### src/rtl/zoom_instr_sequencer.sv
// zoom_instr_sequencer
//   Takes HPS PIO instructions into a small queue, one per rising edge of
//   instr_enable. It decodes the head entry and handles NOP, CLR and illegal
//   opcodes itself. Every other opcode goes to the zoom datapath with a
//   valid/ready handshake, and the block then waits for dp_done before it
//   takes the next entry.
// Ports:
//   clk_clk, reset_reset_n      clock, async active-low reset
//   instr_word, instr_enable    HPS instruction word / submit strobe level
//   dp_cmd_valid/ready          command handshake to the datapath
//   dp_opcode/param/addr/wdata  command fields, held while valid is high
//   dp_done, dp_rdata           completion pulse and LOAD read data
//   busy, fifo_full, fifo_count queue/FSM status
//   overflow, illegal           sticky error flags, cleared by CLR
//   rd_data                     data from the last completed LOAD
module zoom_instr_sequencer #(
  parameter int FIFO_DEPTH = 4,
  parameter int CNT_W      = 3
) (
  input  logic             clk_clk,
  input  logic             reset_reset_n,
  input  logic [31:0]      instr_word,
  input  logic             instr_enable,
  output logic             dp_cmd_valid,
  input  logic             dp_cmd_ready,
  output logic [3:0]       dp_opcode,
  output logic [2:0]       dp_param,
  output logic [16:0]      dp_addr,
  output logic [7:0]       dp_wdata,
  input  logic             dp_done,
  input  logic [7:0]       dp_rdata,
  output logic             busy,
  output logic             fifo_full,
  output logic [CNT_W-1:0] fifo_count,
  output logic             overflow,
  output logic             illegal,
  output logic [7:0]       rd_data
);

  localparam int PTR_W = $clog2(FIFO_DEPTH);

  localparam logic [3:0] OP_NOP   = 4'd0;
  localparam logic [3:0] OP_STORE = 4'd1;
  localparam logic [3:0] OP_LOAD  = 4'd2;
  localparam logic [3:0] OP_ZIN   = 4'd3;
  localparam logic [3:0] OP_ZOUT  = 4'd4;
  localparam logic [3:0] OP_CLR   = 4'd5;

  typedef enum logic [1:0] {S_IDLE, S_ISSUE, S_WAIT} state_t;

  state_t           r_state, w_state_d;
  logic             r_en_q;
  logic [31:0]      r_mem [FIFO_DEPTH];
  logic [PTR_W-1:0] r_wptr, r_rptr;
  logic [CNT_W-1:0] r_count;
  logic             r_valid, w_valid_d;
  logic [3:0]       r_op;
  logic [2:0]       r_param;
  logic [16:0]      r_addr;
  logic [7:0]       r_wdata;
  logic             r_ovf, r_ill;
  logic [7:0]       r_rd;

  logic             w_empty, w_full;
  logic             w_push_req, w_push, w_drop;
  logic             w_pop, w_load_cmd, w_set_ill, w_clr, w_cap;
  logic [31:0]      w_head;

  assign w_empty    = (r_count == '0);
  assign w_full     = (r_count == CNT_W'(FIFO_DEPTH));
  // Rising-edge detect on the software strobe. en_q resets low, so an enable
  // that is already high when reset is released counts as one submission.
  assign w_push_req = instr_enable & ~r_en_q;
  // A full queue drops the submission even if a pop happens on the same edge.
  // The stored contents then stay exactly as they were.
  assign w_push     = w_push_req & ~w_full;
  assign w_drop     = w_push_req &  w_full;
  assign w_head     = r_mem[r_rptr];

  // Next-state and control
  always_comb begin
    w_state_d  = r_state;
    w_valid_d  = r_valid;
    w_pop      = 1'b0;
    w_load_cmd = 1'b0;
    w_set_ill  = 1'b0;
    w_clr      = 1'b0;
    w_cap      = 1'b0;
    case (r_state)
      S_IDLE: begin
        if (!w_empty) begin
          w_pop = 1'b1;
          case (w_head[31:28])
            OP_STORE, OP_LOAD, OP_ZIN, OP_ZOUT: begin
              w_load_cmd = 1'b1;
              w_valid_d  = 1'b1;
              w_state_d  = S_ISSUE;
            end
            OP_NOP:  ;
            OP_CLR:  w_clr = 1'b1;
            default: w_set_ill = 1'b1;
          endcase
        end
      end
      S_ISSUE: begin
        w_valid_d = 1'b1;
        if (dp_cmd_ready) begin
          w_valid_d = 1'b0;
          w_state_d = S_WAIT;
        end
      end
      S_WAIT: begin
        w_valid_d = 1'b0;
        if (dp_done) begin
          w_cap     = (r_op == OP_LOAD);
          w_state_d = S_IDLE;
        end
      end
      default: begin
        w_valid_d = 1'b0;
        w_state_d = S_IDLE;
      end
    endcase
  end

  always_ff @(posedge clk_clk or negedge reset_reset_n) begin
    if (!reset_reset_n) begin
      r_state <= S_IDLE;
      r_valid <= 1'b0;
    end else begin
      r_state <= w_state_d;
      r_valid <= w_valid_d;
    end
  end

  // Queue storage. It is never read while empty, so it needs no reset.
  always_ff @(posedge clk_clk) begin
    if (w_push) r_mem[r_wptr] <= instr_word;
  end

  always_ff @(posedge clk_clk or negedge reset_reset_n) begin
    if (!reset_reset_n) begin
      r_en_q  <= 1'b0;
      r_wptr  <= '0;
      r_rptr  <= '0;
      r_count <= '0;
    end else begin
      r_en_q <= instr_enable;
      if (w_push) r_wptr <= r_wptr + PTR_W'(1);
      if (w_pop)  r_rptr <= r_rptr + PTR_W'(1);
      case ({w_push, w_pop})
        2'b10:   r_count <= r_count + CNT_W'(1);
        2'b01:   r_count <= r_count - CNT_W'(1);
        default: r_count <= r_count;
      endcase
    end
  end

  // Command register. It is loaded only for dispatched opcodes, so the
  // fields stay stable from ISSUE through WAIT.
  always_ff @(posedge clk_clk or negedge reset_reset_n) begin
    if (!reset_reset_n) begin
      r_op    <= '0;
      r_param <= '0;
      r_addr  <= '0;
      r_wdata <= '0;
    end else if (w_load_cmd) begin
      r_op    <= w_head[31:28];
      r_param <= w_head[27:25];
      r_addr  <= w_head[24:8];
      r_wdata <= w_head[7:0];
    end
  end

  // Sticky flags. When a set event lands on the same edge as a CLR pop,
  // the set takes priority.
  always_ff @(posedge clk_clk or negedge reset_reset_n) begin
    if (!reset_reset_n) begin
      r_ovf <= 1'b0;
      r_ill <= 1'b0;
      r_rd  <= '0;
    end else begin
      if (w_drop)      r_ovf <= 1'b1;
      else if (w_clr)  r_ovf <= 1'b0;
      if (w_set_ill)   r_ill <= 1'b1;
      else if (w_clr)  r_ill <= 1'b0;
      if (w_cap)       r_rd  <= dp_rdata;
    end
  end

  assign dp_cmd_valid = r_valid;
  assign dp_opcode    = r_op;
  assign dp_param     = r_param;
  assign dp_addr      = r_addr;
  assign dp_wdata     = r_wdata;
  assign busy         = (r_state != S_IDLE) | ~w_empty;
  assign fifo_full    = w_full;
  assign fifo_count   = r_count;
  assign overflow     = r_ovf;
  assign illegal      = r_ill;
  assign rd_data      = r_rd;

endmodule

### config.mk
export PLATFORM = sky130hd
export DESIGN_NAME = zoom_instr_sequencer
export DESIGN_NICKNAME = d
export VERILOG_FILES = /design/src/rtl/zoom_instr_sequencer.sv
export SDC_FILE = /design/constraint.sdc
export NUM_CORES = 1
export LEC_CHECK = 0
export CAP_MARGIN = 10
export CORE_ASPECT_RATIO = 0.9
export CORE_UTILIZATION = 35
export DETAILED_ROUTE_END_ITERATION = 8
export GPL_ROUTABILITY_DRIVEN = 0
export PLACE_DENSITY = 0.59
export SYNTH_ARGS = -nofsm -noshare
export SYNTH_HDL_FRONTEND = slang
export SYNTH_SLANG_ARGS = --single-unit
### constraint.sdc
create_clock -name clk_clk -period 2.67 [get_ports clk_clk]
set_input_delay 0.534 -clock clk_clk [delete_from_list [all_inputs] [get_ports clk_clk]]
set_output_delay 0.534 -clock clk_clk [all_outputs]
set_load 0.05 [all_outputs]
==> results.md, run 1 <==
- #FFs+latches synth: ~180
- Largest family of logic cells by synthesized area: multiplexers
- Global Route Usage Sum: about 14%
- Post-synthesis adder-cell area fraction: 1.19%
- Run status: completed
- CP max stage delay: a little over 0.8 ns
- Fmax: 393 MHz
- Crit path launch: fifo_count[0]$_DFFE_PN0P_
- Synthesized area per cell: 21.4 um^2
- Pins over their slew limit: 0
- Cts bufs inserted: 17
- Crit path cell chain: inv_1, and3_1, clkdlybuf4s50_1
- # fillers: between 1500 and 2000
- Share of cells above drive strength 1: about 28%
- # clock sinks: about 180
- Ys flop type: edfxtp_1
- Initial core utilization: a little over a third
- Final global-route overflow total: 0
- Routed Antenna Nets: 0
- Setup-failing EPs final: 0
- Clock tree root driver cell: clkbuf_16
- Post-Layout Cell Count: just over 700
- Worst Tran Pin Value: roughly 0.65 ns
- Setup TNS: 0 ns
- Pre-Repair DR Iteration Count: 4
- Setup bufs post-CTS: 0
- Crit Path Max Fanout: 4
- Starting DRT DRC Count: around 140
- Post-layout minimum cycle time: 2.54 ns
- Dpl cells: 672
- Placeable Area: just under 20000 um^2
- Port bufs: between 90 and 100
- Routed WL: between 10000 and 15000 um
- Net count, final: 492
- Ports: slightly above 90
- Site row count: 48
- Cell variety after synth: 40
- Largest net degree at the start of global routing: 33
- Peak VDD IR: about 0.00053 V
- DPL Wire Length: between 8000 and 9000 um
- Post-Synth XOR/XNOR Area: less than 1%
- Syn_nets: around 380
- H-tree depth: 4
- Reg-to-Reg Start: r_rptr[0]$_DFFE_PN0P_
- Clock Tree Buf Depth: 2
- Slowest cell on the critical path: clkdlybuf4s50_1
- Hold Buf Count CTS: 0
- DIE HEIGHT: 136 um
- Vias in the first global route: around 3700
- Number of flops mapped to enable cells by yosys: 128
- Die footprint: ~20000 um^2
- DRC viols: 0
- Cell count after synthesis: 325
- Period Utilization, post-route: 95.2%
- Die X: between 150 and 200 um
- Crit path DAT: about 2 ns
- Via count: 3378
- Max Cap Viol: 0
- Register area share after synthesis: 74.3%
- CTS tree: yes
- Leak: roughly 3.2 nW
- Kind of end point of the critical path: output pin
- Clock Latency Late Sink: about 0.43 ns
- Syn-to-layout area delta: 28.0%
- First-pass GRT wire length: 20600 um
- Req. time, crit path: ~2.1 ns
- Final Hold Fails: 0
- Synth warn: 0
- Mux contribution to synthesized area: between 10% and 20%
- Type of origin of the critical path: register
- Worst relative slew slack: around 57%
- Async set-or-reset flop fraction in the synthesized netlist: between 20% and 30%
- Compound-Gate Fraction of Synth Area: 1.51%
- Clk pin slew, worst setup/hold paths: 0.06 ns
- Clock Skew: around 0.012 ns
- Critical setup path kind: register to output pin
- Routed len/inst: roughly 19 um
- Cell Area, Synth: a little under 7000 um^2
- Hold WC Path Type: primary input to async pin
- Power Density: 1240 nW/um^2
- Avg Vias per Cell: around 4.8
- Unrepaired setup endpoints after global routing: false
- Initial antenna violation count: 1
- Synth Area in Simple Gates: 2.43%
==> path summary, 6_finish.rpt <==
kind / endpoint / cells after the start / slack, ns
worst max-delay path: fifo_full / 3 / 0.13
worst min-delay path: rd_data[6]$_DFFE_PN0P_ / 1 / 0.12
worst max register to register: dp_addr[8]$_DFFE_PN0P_ / 5 / 0.33
worst min register to register: dp_opcode[3]$_DFFE_PN0P_ / 1 / 0.51
max in group asynchronous: r_wptr[1]$_DFFE_PN0P_ / 2 / 1.81
min in group clk_clk: dp_opcode[3]$_DFFE_PN0P_ / 1 / 0.51
==> area by class of cell <==
class	instances	area, um^2	area share (%)
clock buffer	22	464	5.21
timing repair buffer	108	1100	12.4
clock inverter	10	131	1.47
sequential	181	5170	58.1
antenna	1	2.50	0.0281
inverter	9	33.8	0.379
tap	250	313	3.51
multi-input combinational	124	1690	19.0
==> kinds of logic after synthesis <==
| logic type | count (synthesis) |
|---|---|
| compound gates | 15 |
| xor+xnor | 7 |
| fa+ha+maj | 6 |
| buf+inv | 20 |
| flops | 181 |
| mux | 71 |
| simple gates | 25 |
==> routing by layer <==
metal	GRT usage (%)	wire length, um	vias up	share of wire [%]
li1	-	-	1512	-
met1	17.5	5820	1764	44
met2	23.4	6490	87	49
met3	3.64	636	15	4.8
met4	5.83	196	0	1.5
met5	0	0	-	0
==> report_power, final <==
part	internal, W	leakage [nW]	switching [W]
Combinational	0.00206	1.16	0.00251
Clock	0.00151	0.284	0.00101
Sequential	0.00365	1.79	0.000348
==> through the flow <==
step	cell area, um^2	power, W	util (%)	hold slack (ns)	setup slack (ns)
global route	8910	0.0116	46.1	0.153	0.00572
floorplan	6970	0.00728	-	0.238	0.124
detailed placement	8300	0.00868	42.9	0.498	0.328
global placement	8300	0.00859	42.9	0.477	0.384
CTS	8900	0.0112	46.0	0.134	0.0748
finish	8910	0.0111	46.1	0.121	0.127
==> worst max-delay path, delay by kind of cell (launching register included) <==
family	cells	cell delay, ns
buf+inv	2	0.93
flops	1	0.42
simple gates	1	0.22
==> cells in the final DEF (no fill, tap or decap), types with 4 or more instances in the layout <==
| cell type | instances |
|---|---|
| buf_12 | 5 |
| mux2_4 | 27 |
| xor2_1 | 4 |
| inv_1 | 9 |
| buf_4 | 11 |
| dfrtp_1 | 51 |
| clkdlybuf4s50_1 | 90 |
| mux2_2 | 9 |
| mux4_2 | 32 |
| clkbuf_16 | 17 |
| and2_2 | 4 |
| ha_1 | 5 |
| edfxtp_1 | 128 |
==> registers in the layout, indices dropped and copies added, names as in the netlist <==
register      cells
illegal           1
dp_wdata          8
dp_opcode         4
dp_cmd_valid      1
r_en_q            1
overflow          1
r_state           2
dp_param          3
rd_data           8
r_rptr            2
r_wptr            2
dp_addr          17
r_mem           128
fifo_count        3
==> cell usage after synthesis, types with 2 or more instances <==
cell	n	area [um^2]
a22o_1	2	17.5
o21ai_1	3	15.0
o21ai_0	2	10.0
inv_1	9	33.8
nand2b_1	2	12.5
xnor2_1	3	26.3
nor3_1	2	10.0
nand2_1	3	11.3
mux2i_1	2	20.0
dfrtp_1	53	1330
nor2_1	2	7.51
mux4_2	32	721
and2_1	5	31.3
clkbuf_1	7	26.3
mux2_4	27	405
buf_8	2	30.0
edfxtp_1	128	3840
mux2_2	9	101
nor2b_1	2	12.5
ha_1	5	62.6
buf_6	2	22.5
xor2_1	4	35.0
o21bai_1	2	15.0
==> repair_timing <==
item,in CTS,in global routing
setup endpoints to repair,1,1
gates cloned,0,0
pin swaps,0,0
gates resized for setup,1,1
(Power assumes the default switching activity.)
==> run 2, diff against run 1 <==
- MAX_ROUTING_LAYER: unset -> met4
==> results.md, run 2 (synthesis results as in run 1) <==
- Run status: completed
- Peak VDD IR: approximately 0.00052 V
- Routed Antenna Nets: 0
- Die X: approximately 150 um
- Crit Path Max Fanout: 4
- Kind of end point of the critical path: output pin
- Most frequent cells in the layout: edfxtp_1, clkdlybuf4s50_1, dfrtp_1, mux4_2, mux2_4
- Post-Layout Cell Count: around 700
- Fmax: 394 MHz
- Die footprint: ~20000 um^2
- Dpl cells: 672
- Routed len/inst: ~19 um
- Largest net degree at the start of global routing: 33
- Initial core utilization: between 30% and 40%
- Clock network fraction of design power: a little under a quarter
- Pint: around 0.0072 W
- Setup-failing EPs final: 0
- Met3 WL: between 600 and 700 um
- Worst Tran Pin Value: around 0.64 ns
- Net count, final: between 400 and 500
- Hold Buf Count CTS: 0
- WL met2: between 6000 and 7000 um
- Unrepaired setup endpoints after global routing: false
- Pre-Repair DR Iteration Count: 4
- Port bufs: between 90 and 100
- Pins over their slew limit: 0
- Sw Pwr: 0.00385 W
- Hold WC Path Type: primary input to async pin
- Starting DRT DRC Count: ~140
- Critical setup path kind: register to output pin
- CTS tree: yes
- Crit path DAT: around 2 ns
- First-pass GRT wire length: 20600 um
- Ports: 93
- Combinational power share: roughly two fifths
- Routed WL: 13200 um
- DRC viols: 0
- Switching fraction of total power: 34.8%
- Avg Vias per Cell: around 4.8
- Final global-route overflow total: 0
- # clock sinks: 181
- Type of origin of the critical path: register
- Final Hold Fails: 0
- DPL Wire Length: between 8000 and 9000 um
- Largest Register: r_mem
- Post-Route M1 WL: between 5000 and 6000 um
- Period Utilization, post-route: around 95%
- DIE HEIGHT: 136 um
- Clock Tree Buf Depth: 2
- Post-layout minimum cycle time: around 2.5 ns
- Placeable Area: around 19000 um^2
- Share of cells above drive strength 1: about 28%
- Via count: around 3400
- Max reg flops: between 100 and 150
- Max Cap Viol: 0
- Post_cts resized: 1
- Clock tree root driver cell: clkbuf_16
- Setup TNS: 0 ns
- Clk pin slew, worst setup/hold paths: around 0.06 ns
- Vias in the first global route: between 3000 and 4000
- Site row count: 48
- Global Route Usage Sum: 14.5%
- Cts bufs inserted: 17
- Clock Latency Late Sink: between 0.4 and 0.5 ns
- Flop pwr share: roughly 36%
- DR top layer: met4
- H-tree depth: 4
- Initial antenna violation count: 1
- Setup bufs post-CTS: 0
- Worst relative slew slack: between 50% and 60%
- Clock Skew: approximately 0.0065 ns
- Req. time, crit path: around 2.1 ns
- Leak: ~3.2 nW
- Syn-to-layout area delta: 28.0%
- Power Density: ~1200 nW/um^2
- Most common cell after layout, fill and taps aside: edfxtp_1
## run 2: cell counts in the layout (fill, tap and decap cells not counted)
No cell type changed its count.
## run 2: path summary, 6_finish.rpt
check / startpoint / endpoint / slack (ns) / cells past startpoint
max: fifo_count[0]$_DFFE_PN0P_ / fifo_full / 0.13 / 3
min: reset_reset_n / rd_data[6]$_DFFE_PN0P_ / 0.12 / 1
max reg2reg: r_rptr[0]$_DFFE_PN0P_ / dp_addr[8]$_DFFE_PN0P_ / 0.33 / 5
min reg2reg: dp_opcode[3]$_DFFE_PN0P_ / dp_opcode[3]$_DFFE_PN0P_ / 0.51 / 1
max in group asynchronous: reset_reset_n / r_wptr[1]$_DFFE_PN0P_ / 1.80 / 2
min in group clk_clk: dp_opcode[3]$_DFFE_PN0P_ / dp_opcode[3]$_DFFE_PN0P_ / 0.51 / 1
## run 2: critical path: stages (launching register included)
cell             delay (ns)
dfrtp_1                0.42
inv_1                  0.11
and3_1                 0.22
clkdlybuf4s50_1        0.82
## run 2: per-layer routing
| metal | track usage, % | up-vias |
|---|---|---|
| li1 | - | 1513 |
| met1 | 17.6 | 1740 |
| met2 | 23.4 | 89 |
| met3 | 3.80 | 12 |
| met4 | 5.00 | 0 |
| met5 | - | - |
## run 2: power groups by stage
stage                     registers (W)  logic (W)  clock network [W]
final                           0.00399    0.00457            0.00251
after global routing            0.00408    0.00486            0.00269
after CTS                       0.00401    0.00464            0.00257
after detailed placement        0.00406    0.00462                  0
after global placement          0.00403    0.00455                  0
after floorplan                 0.00511    0.00217                  0
## run 2: per-stage QoR
step                      setup WS [ns]  area, um^2  total power, W  utilization [%]  hold WS, ns
after global routing            0.00569        8910          0.0116             46.1        0.153
after floorplan                   0.124        6970         0.00728                -        0.238
after detailed placement          0.328        8300         0.00868             42.9        0.498
after global placement            0.384        8300         0.00859             42.9        0.477
after CTS                        0.0748        8900          0.0112             46.0        0.134
final                             0.129        8910          0.0111             46.1        0.124
## run 2: area by class of cell
type | count | area (um^2)
antenna | 1 | 2.50
timing repair buffer | 108 | 1100
fill | 1670 | 10400
sequential | 181 | 5170
clock buffer | 22 | 464
inverter | 9 | 33.8
clock inverter | 10 | 131
multi-input combinational | 124 | 1690
tap | 250 | 313
==> run 3, diff against run 2 <==
- PLACE_DENSITY: 0.59 -> unset
==> results.md, run 3 (synthesis results as in run 1) <==
- Via count: ~3300
- Clock Skew: between 0.008 and 0.009 ns
- First-pass GRT wire length: between 15000 and 20000 um
- WL met2: 6350 um
- Vias in the first global route: 3532
- Worst Tran Pin Value: 0.710 ns
- Post-layout minimum cycle time: 2.52 ns
- Period Utilization, post-route: between 90 and 100%
- Reg-to-Reg End: dp_wdata[6]$_DFFE_PN0P_
- CTS tree: yes
- Unrepaired setup endpoints after global routing: false
- Ports: just over 90
- Post-Route M1 WL: 5880 um
- Hold Buf Count CTS: 0
- Initial core utilization: a little over a third
- R2R Setup Slk: 0.32 ns
- DRC viols: 0
- Clock tree root driver cell: clkbuf_16
- Leak: 3.23 nW
- Final global-route overflow total: 0
- Routed Antenna Nets: 0
- Pins over their slew limit: 0
- Final Hold Fails: 0
- Reg-to-Reg Start: r_rptr[0]$_DFFE_PN0P_
- Global Route Usage Sum: between 10% and 20%
- ANT cells: 0
- Hold WC Path Type: primary input to async pin
- Die X: ~150 um
- Pre-Repair DR Iteration Count: 4
- Clock Latency Late Sink: approximately 0.42 ns
- Largest net degree at the start of global routing: 30
- Peak VDD IR: around 0.00038 V
- Routed WL: 13000 um
- Setup TNS: 0 ns
- Initial antenna violation count: 0
- Site row count: 48
- Most common cell after layout, fill and taps aside: edfxtp_1
- Final Worst Setup Slack: 0.149 ns
- DPL Wire Length: ~8500 um
- H-tree depth: 4
- Clock Tree Buf Depth: 2
- Final Util: about 46%
- Starting DRT DRC Count: 155
- Largest Register: r_mem
- Type of origin of the critical path: register
- DIE HEIGHT: approximately 140 um
- Net count, final: ~500
- FF-to-FF path depth: 5
- Share of cells above drive strength 1: 27.4%
- Fmax: between 300 and 400 MHz
- Port bufs: 92
- Avg Vias per Cell: about 4.7
- Setup-failing EPs final: 0
- Crit path DAT: just under 2 ns
- Max Cap Viol: 0
- Cts bufs inserted: 17
- Clk pin slew, worst setup/hold paths: ~0.070 ns
- Run status: completed
- Max reg flops: roughly 130
- Worst relative slew slack: between 50% and 60%
- Met3 WL: a little under 600 um
- Req. time, crit path: between 2 and 2.5 ns
- Most frequent cells in the layout: edfxtp_1, clkdlybuf4s50_1, dfrtp_1, mux4_2, mux2_4
- Critical setup path kind: register to output pin
- Kind of end point of the critical path: output pin
- DR top layer: met4
- Hold WS: roughly 0.17 ns
- Pre-CTS WS: about 0.25 ns
- Routed len/inst: 18.3 um
- Placeable Area: around 19000 um^2
- Syn-to-layout area delta: 27.3%
- Power Density: 1230 nW/um^2
- # clock sinks: about 180
- Crit Path Max Fanout: 3
- Die footprint: between 20000 and 25000 um^2
## run 3: where the power goes
part	internal [W]	switching, W
Clock	0.00140	0.000984
Sequential	0.00365	0.000361
Combinational	0.00204	0.00247
## run 3: layout make-up
cell class,instances,area [um^2]
fill,1631,10500
sequential,181,5170
multi-input combinational,124,1690
timing repair buffer,111,1090
clock buffer,24,462
tap,250,313
clock inverter,8,103
inverter,9,33.8
## run 3: what timing repair did
item,CTS,global route
gates resized for setup,1,1
endpoints found under the setup margin,1,1
setup buffers,0,0
pin swaps,0,0
## run 3: worst max-delay path: stages, from the launching register on
cell             delay [ns]
dfrtp_1                0.40
inv_1                  0.12
and3_1                 0.22
clkdlybuf4s50_1        0.82
## run 3: worst max path at each step
stage	startpoint	endpoint	slack (ns)	cells after the start
floorplan	fifo_count[0]$_DFFE_PN0P_	fifo_count[2]$_DFFE_PN0P_	0.12	10
global placement	instr_enable	r_mem[1][14]$_DFFE_PP_	0.27	5
detailed placement	instr_enable	r_mem[1][31]$_DFFE_PP_	0.25	5
CTS	fifo_count[0]$_DFFE_PN0P_	busy	0.07	3
global route	fifo_count[0]$_DFFE_PN0P_	fifo_full	0.08	3
finish	fifo_count[1]$_DFFE_PN0P_	fifo_full	0.15	3
## run 3: routing by layer
layer | vias to the layer above | track usage [%]
li1 | 1520 | -
met1 | 1719 | 17.3
met2 | 83 | 22.1
met3 | 10 | 4.11
met4 | 0 | 4.28
met5 | - | -
## run 3: stage by stage
step	area, um^2	total power [W]	std cells
finish	8860	0.0109	707
CTS	8860	0.0111	707
floorplan	6970	0.00728	325
detailed placement	8290	0.00865	675
global route	8860	0.0114	707
global placement	8290	0.00856	675
